==> src/rtl/read_arbiter_2to1_pkg.sv <==
`default_nettype none
// ============================================================================
//  Module   : read_arbiter_2to1_pkg
//  Brief    : Shared widths and grant-FSM state encoding for the 2:1 read
//             arbiter and its order FIFO.
//  Revision : 1.0 - initial release
// ============================================================================
package read_arbiter_2to1_pkg;

  localparam int ID_W   = 4;
  localparam int ADDR_W = 32;
  localparam int DATA_W = 32;

  typedef enum logic {
    IDLE = 1'b0,
    LOCK = 1'b1
  } arb_state_e;

endpackage
`default_nettype wire

==> src/rtl/read_arbiter_2to1_order_fifo.sv <==
`default_nettype none
// ============================================================================
//  Module   : read_arbiter_2to1_order_fifo
//  Brief    : DEPTH x 1-bit FIFO recording which manager owns each
//             outstanding burst, oldest entry presented at head.
//  Revision : 1.0 - initial release
// ============================================================================
module read_arbiter_2to1_order_fifo #(
  parameter int DEPTH = 4,
  parameter int PTRW  = 2
) (
  input  logic            clk,
  input  logic            rst_n,
  input  logic            push,
  input  logic            push_data,
  input  logic            pop,
  output logic            head,
  output logic            empty,
  output logic            full,
  output logic [PTRW:0]   count
);

  localparam logic [PTRW:0] FULL_COUNT = (PTRW+1)'(DEPTH);

  logic [DEPTH-1:0] mem;
  logic [PTRW-1:0]  wr_ptr;
  logic [PTRW-1:0]  rd_ptr;

  // Storage, pointers (wrap naturally as DEPTH is a power of two) and count.
  always_ff @(posedge clk or negedge rst_n) begin
    if (!rst_n) begin
      mem    <= '0;
      wr_ptr <= '0;
      rd_ptr <= '0;
      count  <= '0;
    end else begin
      if (push) begin
        mem[wr_ptr] <= push_data;
        wr_ptr      <= wr_ptr + 1'b1;
      end
      if (pop) begin
        rd_ptr <= rd_ptr + 1'b1;
      end
      case ({push, pop})
        2'b10:   count <= count + 1'b1;
        2'b01:   count <= count - 1'b1;
        default: count <= count;
      endcase
    end
  end

  assign head  = mem[rd_ptr];
  assign empty = (count == '0);
  assign full  = (count == FULL_COUNT);

endmodule
`default_nettype wire

==> src/rtl/read_arbiter_2to1.sv <==
`default_nettype none
// ============================================================================
//  Module   : read_arbiter_2to1
//  Brief    : Shares one read subordinate between managers m0 and m1.
//             Round-robin request grant locked until handshake; responses
//             steered by an order FIFO, popped on the rlast beat.
//  Revision : 1.0 - initial release
// ============================================================================
module read_arbiter_2to1
  import read_arbiter_2to1_pkg::*;
#(
  parameter int DEPTH = 4,
  parameter int PTRW  = 2
) (
  input  logic              clk,
  input  logic              rst_n,
  // manager 0
  input  logic              m0_arvalid,
  output logic              m0_arready,
  input  logic [ID_W-1:0]   m0_arid,
  input  logic [ADDR_W-1:0] m0_araddr,
  output logic              m0_rvalid,
  input  logic              m0_rready,
  output logic [ID_W-1:0]   m0_rid,
  output logic [DATA_W-1:0] m0_rdata,
  output logic              m0_rlast,
  // manager 1
  input  logic              m1_arvalid,
  output logic              m1_arready,
  input  logic [ID_W-1:0]   m1_arid,
  input  logic [ADDR_W-1:0] m1_araddr,
  output logic              m1_rvalid,
  input  logic              m1_rready,
  output logic [ID_W-1:0]   m1_rid,
  output logic [DATA_W-1:0] m1_rdata,
  output logic              m1_rlast,
  // subordinate
  output logic              s_arvalid,
  input  logic              s_arready,
  output logic [ID_W-1:0]   s_arid,
  output logic [ADDR_W-1:0] s_araddr,
  input  logic              s_rvalid,
  output logic              s_rready,
  input  logic [ID_W-1:0]   s_rid,
  input  logic [DATA_W-1:0] s_rdata,
  input  logic              s_rlast,
  // status
  output logic [PTRW:0]     outstanding
);

  arb_state_e state, next_state;
  logic       g, next_g;
  logic       last_grant;
  logic       sel_arvalid;
  logic       push;
  logic       pop;
  logic       head;
  logic       empty;
  logic       full;

  // Grant FSM state, locked manager and round-robin history.
  always_ff @(posedge clk or negedge rst_n) begin
    if (!rst_n) begin
      state      <= IDLE;
      g          <= 1'b0;
      last_grant <= 1'b1;
    end else begin
      state <= next_state;
      g     <= next_g;
      if (push) begin
        last_grant <= g;
      end
    end
  end

  // Next-state/grant selection and request-channel muxing.
  always_comb begin
    next_state  = state;
    next_g      = g;
    push        = 1'b0;
    s_arvalid   = 1'b0;
    m0_arready  = 1'b0;
    m1_arready  = 1'b0;
    sel_arvalid = g ? m1_arvalid : m0_arvalid;
    s_arid      = g ? m1_arid    : m0_arid;
    s_araddr    = g ? m1_araddr  : m0_araddr;
    case (state)
      IDLE: begin
        // Entry needs room in the order FIFO; the lock can then never overflow it.
        if ((m0_arvalid || m1_arvalid) && !full) begin
          next_state = LOCK;
          if (m0_arvalid && m1_arvalid) begin
            next_g = ~last_grant;
          end else begin
            next_g = m1_arvalid;
          end
        end
      end
      LOCK: begin
        s_arvalid  = sel_arvalid;
        m0_arready = !g && s_arready;
        m1_arready =  g && s_arready;
        if (sel_arvalid && s_arready) begin
          push       = 1'b1;
          next_state = IDLE;
        end else if (!sel_arvalid) begin
          // Requester withdrew its request: release the lock without a push.
          next_state = IDLE;
        end
      end
      default: next_state = IDLE;
    endcase
  end

  // Response steering to the manager at the FIFO head; stall when empty.
  always_comb begin
    m0_rvalid = !empty && !head && s_rvalid;
    m1_rvalid = !empty &&  head && s_rvalid;
    s_rready  = !empty && (head ? m1_rready : m0_rready);
    pop       = s_rvalid && s_rready && s_rlast;
  end

  assign m0_rid   = s_rid;
  assign m0_rdata = s_rdata;
  assign m0_rlast = s_rlast;
  assign m1_rid   = s_rid;
  assign m1_rdata = s_rdata;
  assign m1_rlast = s_rlast;

  read_arbiter_2to1_order_fifo #(
    .DEPTH (DEPTH),
    .PTRW  (PTRW)
  ) u_order_fifo (
    .clk       (clk),
    .rst_n     (rst_n),
    .push      (push),
    .push_data (g),
    .pop       (pop),
    .head      (head),
    .empty     (empty),
    .full      (full),
    .count     (outstanding)
  );

endmodule
`default_nettype wire

==> config.mk <==
export PLATFORM = sky130hd
export DESIGN_NAME = read_arbiter_2to1
export DESIGN_NICKNAME = d
export VERILOG_FILES = /design/src/rtl/read_arbiter_2to1_pkg.sv /design/src/rtl/read_arbiter_2to1_order_fifo.sv /design/src/rtl/read_arbiter_2to1.sv
export SDC_FILE = /design/constraint.sdc
export NUM_CORES = 1
export LEC_CHECK = 0
export ABC_AREA = 1
export BUFFER_PORTS_ARGS = -buffer_cell sky130_fd_sc_hd__buf_2
export CAP_MARGIN = 20
export CORE_AREA = 3 3 91 93
export DETAILED_ROUTE_END_ITERATION = 8
export DIE_AREA = 0 0 94 96
export SLEW_MARGIN = 25
export SYNTH_ARGS = -nofsm -noshare
export SYNTH_HDL_FRONTEND = slang
export SYNTH_SLANG_ARGS = --single-unit
==> constraint.sdc <==
create_clock -name clk -period 5.5 [get_ports clk]
set_input_delay 0.275 -clock clk [delete_from_list [all_inputs] [get_ports clk]]
set_output_delay 0.275 -clock clk [all_outputs]
set_load 0.01 [all_outputs]
==> Yosys cells after proc, flatten, opt, wreduce, memory -nomap -nowiden <==
Index checks and enable logic that the tools add are counted.
{ "word_totals": {"reg_bits": 14, "latch_bits": 0, "ram_bits": 0, "mem_bits_ro": 0, "inputBits": 117, "output_inout_bits": 119, "n_memories": 0} }
{ "op_classes": {"add_sub_neg": 4, "multipliers": 0, "div": 0, "n_lt_le_gt_ge": 3, "n_eq_ne": 3, "shift": 0, "mux": 20, "bitwise": 2, "reduce_logical": 21} }
{ "ops": {"columns": ["op", "count"], "rows": [
  ["32-bit 2-to-1 mux", 1],
  ["1-bit logical AND", 13],
  ["1-bit 2-to-1 mux", 13],
  ["2-bit by 3-bit < comparator with 1-bit output, second input constant", 2],
  ["3-bit case mux with 2 select lines", 1],
  ["2-bit by 1-bit adder with 2-bit output, second input constant", 2],
  ["4-bit bitwise mux", 1],
  ["1-bit logical NOT", 4],
  ["4-bit 2-to-1 mux", 1],
  ["3-bit by 1-bit adder with 3-bit output, second input constant", 1],
  ["3-bit == test, second input constant", 1],
  ["3-bit logical NOT", 1],
  ["3-bit by 1-bit subtractor with 3-bit output, second input constant", 1],
  ["1-bit binary-select mux with 2-bit select", 1],
  ["1-bit demux with 2-bit select", 1],
  ["2-bit by 1-bit == test with 1-bit output, second input constant", 1],
  ["2-bit == test, second input constant", 1],
  ["2-bit by 1-bit >= comparator with 1-bit output, second input constant", 1],
  ["1-bit NOT", 2],
  ["1-bit case mux with 2 select lines", 1],
  ["2-bit AND reduction", 1],
  ["2-bit nonzero test", 1],
  ["1-bit logical OR", 1]
]} }

==> Longest topological paths before layout <==
{ "logic_depth": {"depth_word": 8, "mapped_depth": 14, "mapped_depth_nobuf": 14} }

==> By module <==
Synthesis repeated with hierarchy kept, for this count alone.
{ "unflattened": {"cells_unflattened": 292, "area_unflattened_um2": 1826.8} }
{ "modules_own_cells": {"columns": ["module", "instances", "cells_each", "area_each_um2", "seq_area_each_um2"], "rows": [
  ["read_arbiter_2to1", 1, 227, 1243.7, 76.3],
  ["read_arbiter_2to1_order_fifo", 1, 65, 583.1, 275.3]
]} }

==> Worst setup path before layout <==
Ideal clock, no wire load.
{ "synth_path": {"path_kind": "register to register", "startpoint": "register u_order_fifo.count[0]", "endpoint": "register u_order_fifo.count[2]", "setup_ns": 0.131, "arrival_time_ns": 1.940, "required_time_ns": 5.369, "setup_slack_ns": 3.429, "path_stages_with_launch": 13, "n_path_buf": 0, "period_less_slack_ns": 2.071, "path_cell_list": "dfrtp_1 > inv_1 > nand3_1 > nand4_1 > nand2_2 > nand3_2 > inv_1 > ha_1 > inv_1 > fa_1 > a21oi_1 > o21ai_0 > xor2_1"} }
{ "synth_between": {"elab_chain_cells": 7, "elab_cells_between_ends": 11} }
{ "synth_rtl": {"columns": ["item", "line_no", "rtl"], "rows": [
  ["start, declared", "read_arbiter_2to1_order_fifo.sv:20", "output logic [PTRW:0] count"],
  ["start signal, assigned", "read_arbiter_2to1_order_fifo.sv:45", "2'b10: count <= count + 1'b1;"],
  ["start signal, assigned", "read_arbiter_2to1_order_fifo.sv:46", "2'b01: count <= count - 1'b1;"],
  ["start signal, assigned", "read_arbiter_2to1_order_fifo.sv:47", "default: count <= count;"],
  ["3-bit logical NOT *", "read_arbiter_2to1_order_fifo.sv:53", "assign empty = (count == '0);"],
  ["1-bit logical NOT *", "read_arbiter_2to1.sv:119", "s_rready = !empty && (head ? m1_rready : m0_rready);"],
  ["1-bit logical AND *", "read_arbiter_2to1.sv:119", null],
  ["via s_rready", "read_arbiter_2to1.sv:43", "output logic s_rready,"],
  ["1-bit logical AND * (2 in series)", "read_arbiter_2to1.sv:120", "pop = s_rvalid && s_rready && s_rlast;"],
  ["via pop", "read_arbiter_2to1.sv:56", "logic pop;"],
  ["2-bit by 1-bit == test with 1-bit output or 2-bit == test (tied branches)", "read_arbiter_2to1_order_fifo.sv:44", "case ({push, pop})"],
  ["3-bit case mux with 2 select lines or 2-bit nonzero test (tied branches)", null, null]
]} }
Mark *: on every way through the listed nets, which the timed path passes. The rest lies on a longest branch.
A chain may end at the register's enable or synchronous reset.

==> Final worst setup path <==
{ "layout_path": {"startpoint": "register g", "endpoint": "register u_order_fifo.count[1]"} }
{ "layout_between": {"elab_chain_cells": 6, "elab_cells_between_ends": 8} }
{ "layout_rtl": {"columns": ["item", "line_no", "rtl"], "rows": [
  ["start, declared", "read_arbiter_2to1.sv:52", "logic g, next_g;"],
  ["start signal, assigned", "read_arbiter_2to1.sv:69", "g <= next_g;"],
  ["1-bit 2-to-1 mux *", "read_arbiter_2to1.sv:84", "sel_arvalid = g ? m1_arvalid : m0_arvalid;"],
  ["1-bit logical AND *", "read_arbiter_2to1.sv:103", "if (sel_arvalid && s_arready) begin"],
  ["1-bit 2-to-1 mux *", "read_arbiter_2to1.sv:103", null],
  ["1-bit 2-to-1 mux *", "read_arbiter_2to1.sv:87", "case (state)"],
  ["2-bit by 1-bit == test with 1-bit output or 2-bit == test (tied branches)", "read_arbiter_2to1_order_fifo.sv:44", null],
  ["3-bit case mux with 2 select lines or 2-bit nonzero test (tied branches)", null, null]
]} }
Mark *: on every way between the ends. The rest lies on a longest branch, timed or not.

==> impl_results.md <==
- Status: completed
- CTS Buffer Depth: 2
- GR Util met1: 12.0%
- CP Launch Type: flip-flop
- Hold path cells: 2
- Register-to-register setup slack: 3330 ps
- R2R Path Start: g
- Slowest-stage cell, CP: fa_1
- Die width: 94 um
- Nets: 461
- Vias in the first global route: 1577
- Unique cell type count in the Yosys netlist: 27
- GRT busiest layer: met2
- Final ANT Viol Nets: 0
- Final Cell Area: 0.00206 mm^2
- Tcrit/Tclk final: 39.5%
- Fmax: 0.460 GHz
- CTS Buf Count: 3
- Final routed DRC violation total: 0
- Syn-to-layout area delta: 13.1%
- CORE AREA: 0.00761 mm^2
- Placed insts: 434
- Max-slew violation count: 0
- Synth top area cells: buf_4, nand2_1, dfrtp_1
- Post-DP Area: 0.00200 mm^2
- Sequence of cells on the critical path: buf_4 -> nand2_1 -> o21ai_2 -> nand2_2 -> nor2_4 -> inv_2 -> ha_1 -> inv_1 -> fa_1 -> o21ai_0
- Via count: 1752
- WP buf/inv: 3
- Hold_sp: s_arready
- Power density cells: 426 mW/mm^2
- Total of fill cells in the finished design: 884
- Mapped Avg Cell Area: 6.37 um^2
- Count of state elements after synthesis: 14
- Drt total wl: 4.81 mm
- Most common cell after layout, fill and taps aside: buf_2
- TritonCTS clock tree: built
- DRT Pass-1 Iters: 6
- Reg clk slew, reported paths: 60 ps
- Met2 Track Usage GR: 14.7%
- WP data required: 5670 ps
- Worst min path class: primary input to flip-flop
- Most frequent cells in the layout: buf_2, nand2_1, inv_1
- Initial antenna violation count: 0
- CP max stage delay: 410 ps
- Die H: 96 um
- Leakage: 1.28 nW
- Final Core Density: 27.1%
- FP Rows: 32
- CTS Sinks: 14
- Crit path max-delay family: adder cells
- CP Capture Type: flip-flop
- Cts repair resizes: 0
- Routability cong.: 0.751
- Min cycle time layout: 2170 ps
- IO Count: 236
- Largest net degree at the start of global routing: 43
- First-pass GRT wire length: 7.23 mm
- Hold Vio Cnt, Final: 0
- Top-area cell type share of the netlist area: 30.5%
- H-tree depth: 1
- Via-to-Cell Ratio: 3.99
- Sequential area share after synthesis: 19.3%
- Arrival @ worst endpoint: 2340 ps
- Worst vdd ir: 0.159 mV
- Finished Layout Cells: 439
- Met3 usage: 4.53%
- RSZ-0062 raised after global routing: no
- TNS Setup: 0 ps
- Worst skew pair latency: 240 ps
- Synth Instances: 286
- Global Route Usage Sum: 9.91%
- Critical setup path kind: flip-flop to flip-flop
- WL per Instance: 11.0 um
- Cell Area, Synth: 0.00182 mm^2
- Diode count: 0
- Measured slew at the worst slew-check pin: 569 ps
- Reg2reg path depth: 10
- Setup Skew: 0.878 ps
- Slew Limit Headroom: 62.0%
- Critical Path Fanout Max: 42
- Endpoint, Worst Hold: state
- Starting Density: 24.0%
- Leading area contributor after synthesis: buf_4
- Max Cap Viol: 0
- Terminus of the critical flop-to-flop path: u_order_fifo.count[1]
- Net Count, Synth: 409
- Hpwl dp: 4.11 mm
- PortBufs: 127
- Ys Warns: 0
- GRT overflow: 0
- Final setup fails: 0
- Share of layout cells above drive strength 1: 42.7%
- Die area: 0.00902 mm^2
- CTS root buffer: clkbuf_8
- Initial DRC count: 67
[final cells by class]
| cell class | instances | area, um^2 | share of cell area (%) |
|---|---|---|---|
| Clock buffer | 4 | 55.1 | 2.67 |
| Inverter | 22 | 82.6 | 4.00 |
| Sequential cell | 14 | 352 | 17.1 |
| Timing Repair Buffer | 129 | 653 | 31.7 |
| Multi-Input combinational cell | 168 | 792 | 38.4 |
| Tap cell | 102 | 128 | 6.19 |
[worst reg2reg max path: cells and delay by family (launching register included)]
family,cells,cell delay (ps)
adders and majority gates,2,610
buffers and inverters,3,530
and+or+nand+nor,3,390
DFF,1,320
AOI/OAI and AO/OA,2,240
[logic make-up after synthesis]
| logic type | count (synthesis) | share of synthesized area (%) |
|---|---|---|
| and+or+nand+nor | 140 | 31.8 |
| buffers and inverters | 104 | 37.3 |
| AOI/OAI and AO/OA | 19 | 5.63 |
| DFF | 14 | 19.3 |
| adders and majority gates | 6 | 4.53 |
| xor gates and xnor gates | 3 | 1.44 |
[per-layer routing]
layer | wire [um] | part of all wire (%) | up-vias
met5 | 0 | 0 | -
met4 | 162 | 3.4 | 0
met3 | 604 | 13 | 19
met2 | 2200 | 46 | 87
met1 | 1850 | 38 | 752
li1 | - | - | 894
[synth_stat cells, drive strengths merged]
cell type and instances:
a21oi 1, buf 78, clkbuf 4, dfrtp 13, dfstp 1, fa 1, ha 5, inv 22
nand2 125, nand3 7, nand4 3, nor2 2, nor3 2, nor3b 1, o21ai 16, o22ai 1
o31ai 1, xnor2 1, xor2 2
[stage by stage]
step	setup slack (ps)	total power, W	hold slack, ps
final	3330	0.000878	257
after global routing	2990	0.000990	257
after CTS	3280	0.000896	247
after detailed placement	3290	0.000791	196
after global placement	3350	0.000778	188
after floorplan	3430	0.000632	-20.6
[repair_timing]
item | CTS | global route
setup buffers | 0 | 0
endpoints found under the hold margin | 13 | 0
hold buffers | 1 | 0
[sequential cells by signal (all words and copies together), names as in the netlist]
signal               cells
state                    1
u_order_fifo.rd_ptr      2
last_grant               1
u_order_fifo.mem         4
u_order_fifo.count       3
u_order_fifo.wr_ptr      2
g                        1
[how the worst max path moves through the flow]
stage / start / end / depth (start not counted)
finish: g / u_order_fifo.count[1] / 10
global route: g / u_order_fifo.count[2] / 11
CTS: g / u_order_fifo.count[1] / 10
detailed placement: g / u_order_fifo.count[1] / 10
global placement: g / u_order_fifo.count[2] / 11
floorplan: u_order_fifo.count[0] / u_order_fifo.count[2] / 12
[power breakdown]
part | total, W | internal (W) | switching (W)
sequential | 0.000191 | 0.000155 | 0.0000364
clock | 0.0000999 | 0.0000633 | 0.0000366
combinational | 0.000586 | 0.000223 | 0.000364
No activity file was read; power rests on OpenSTA's default activity.
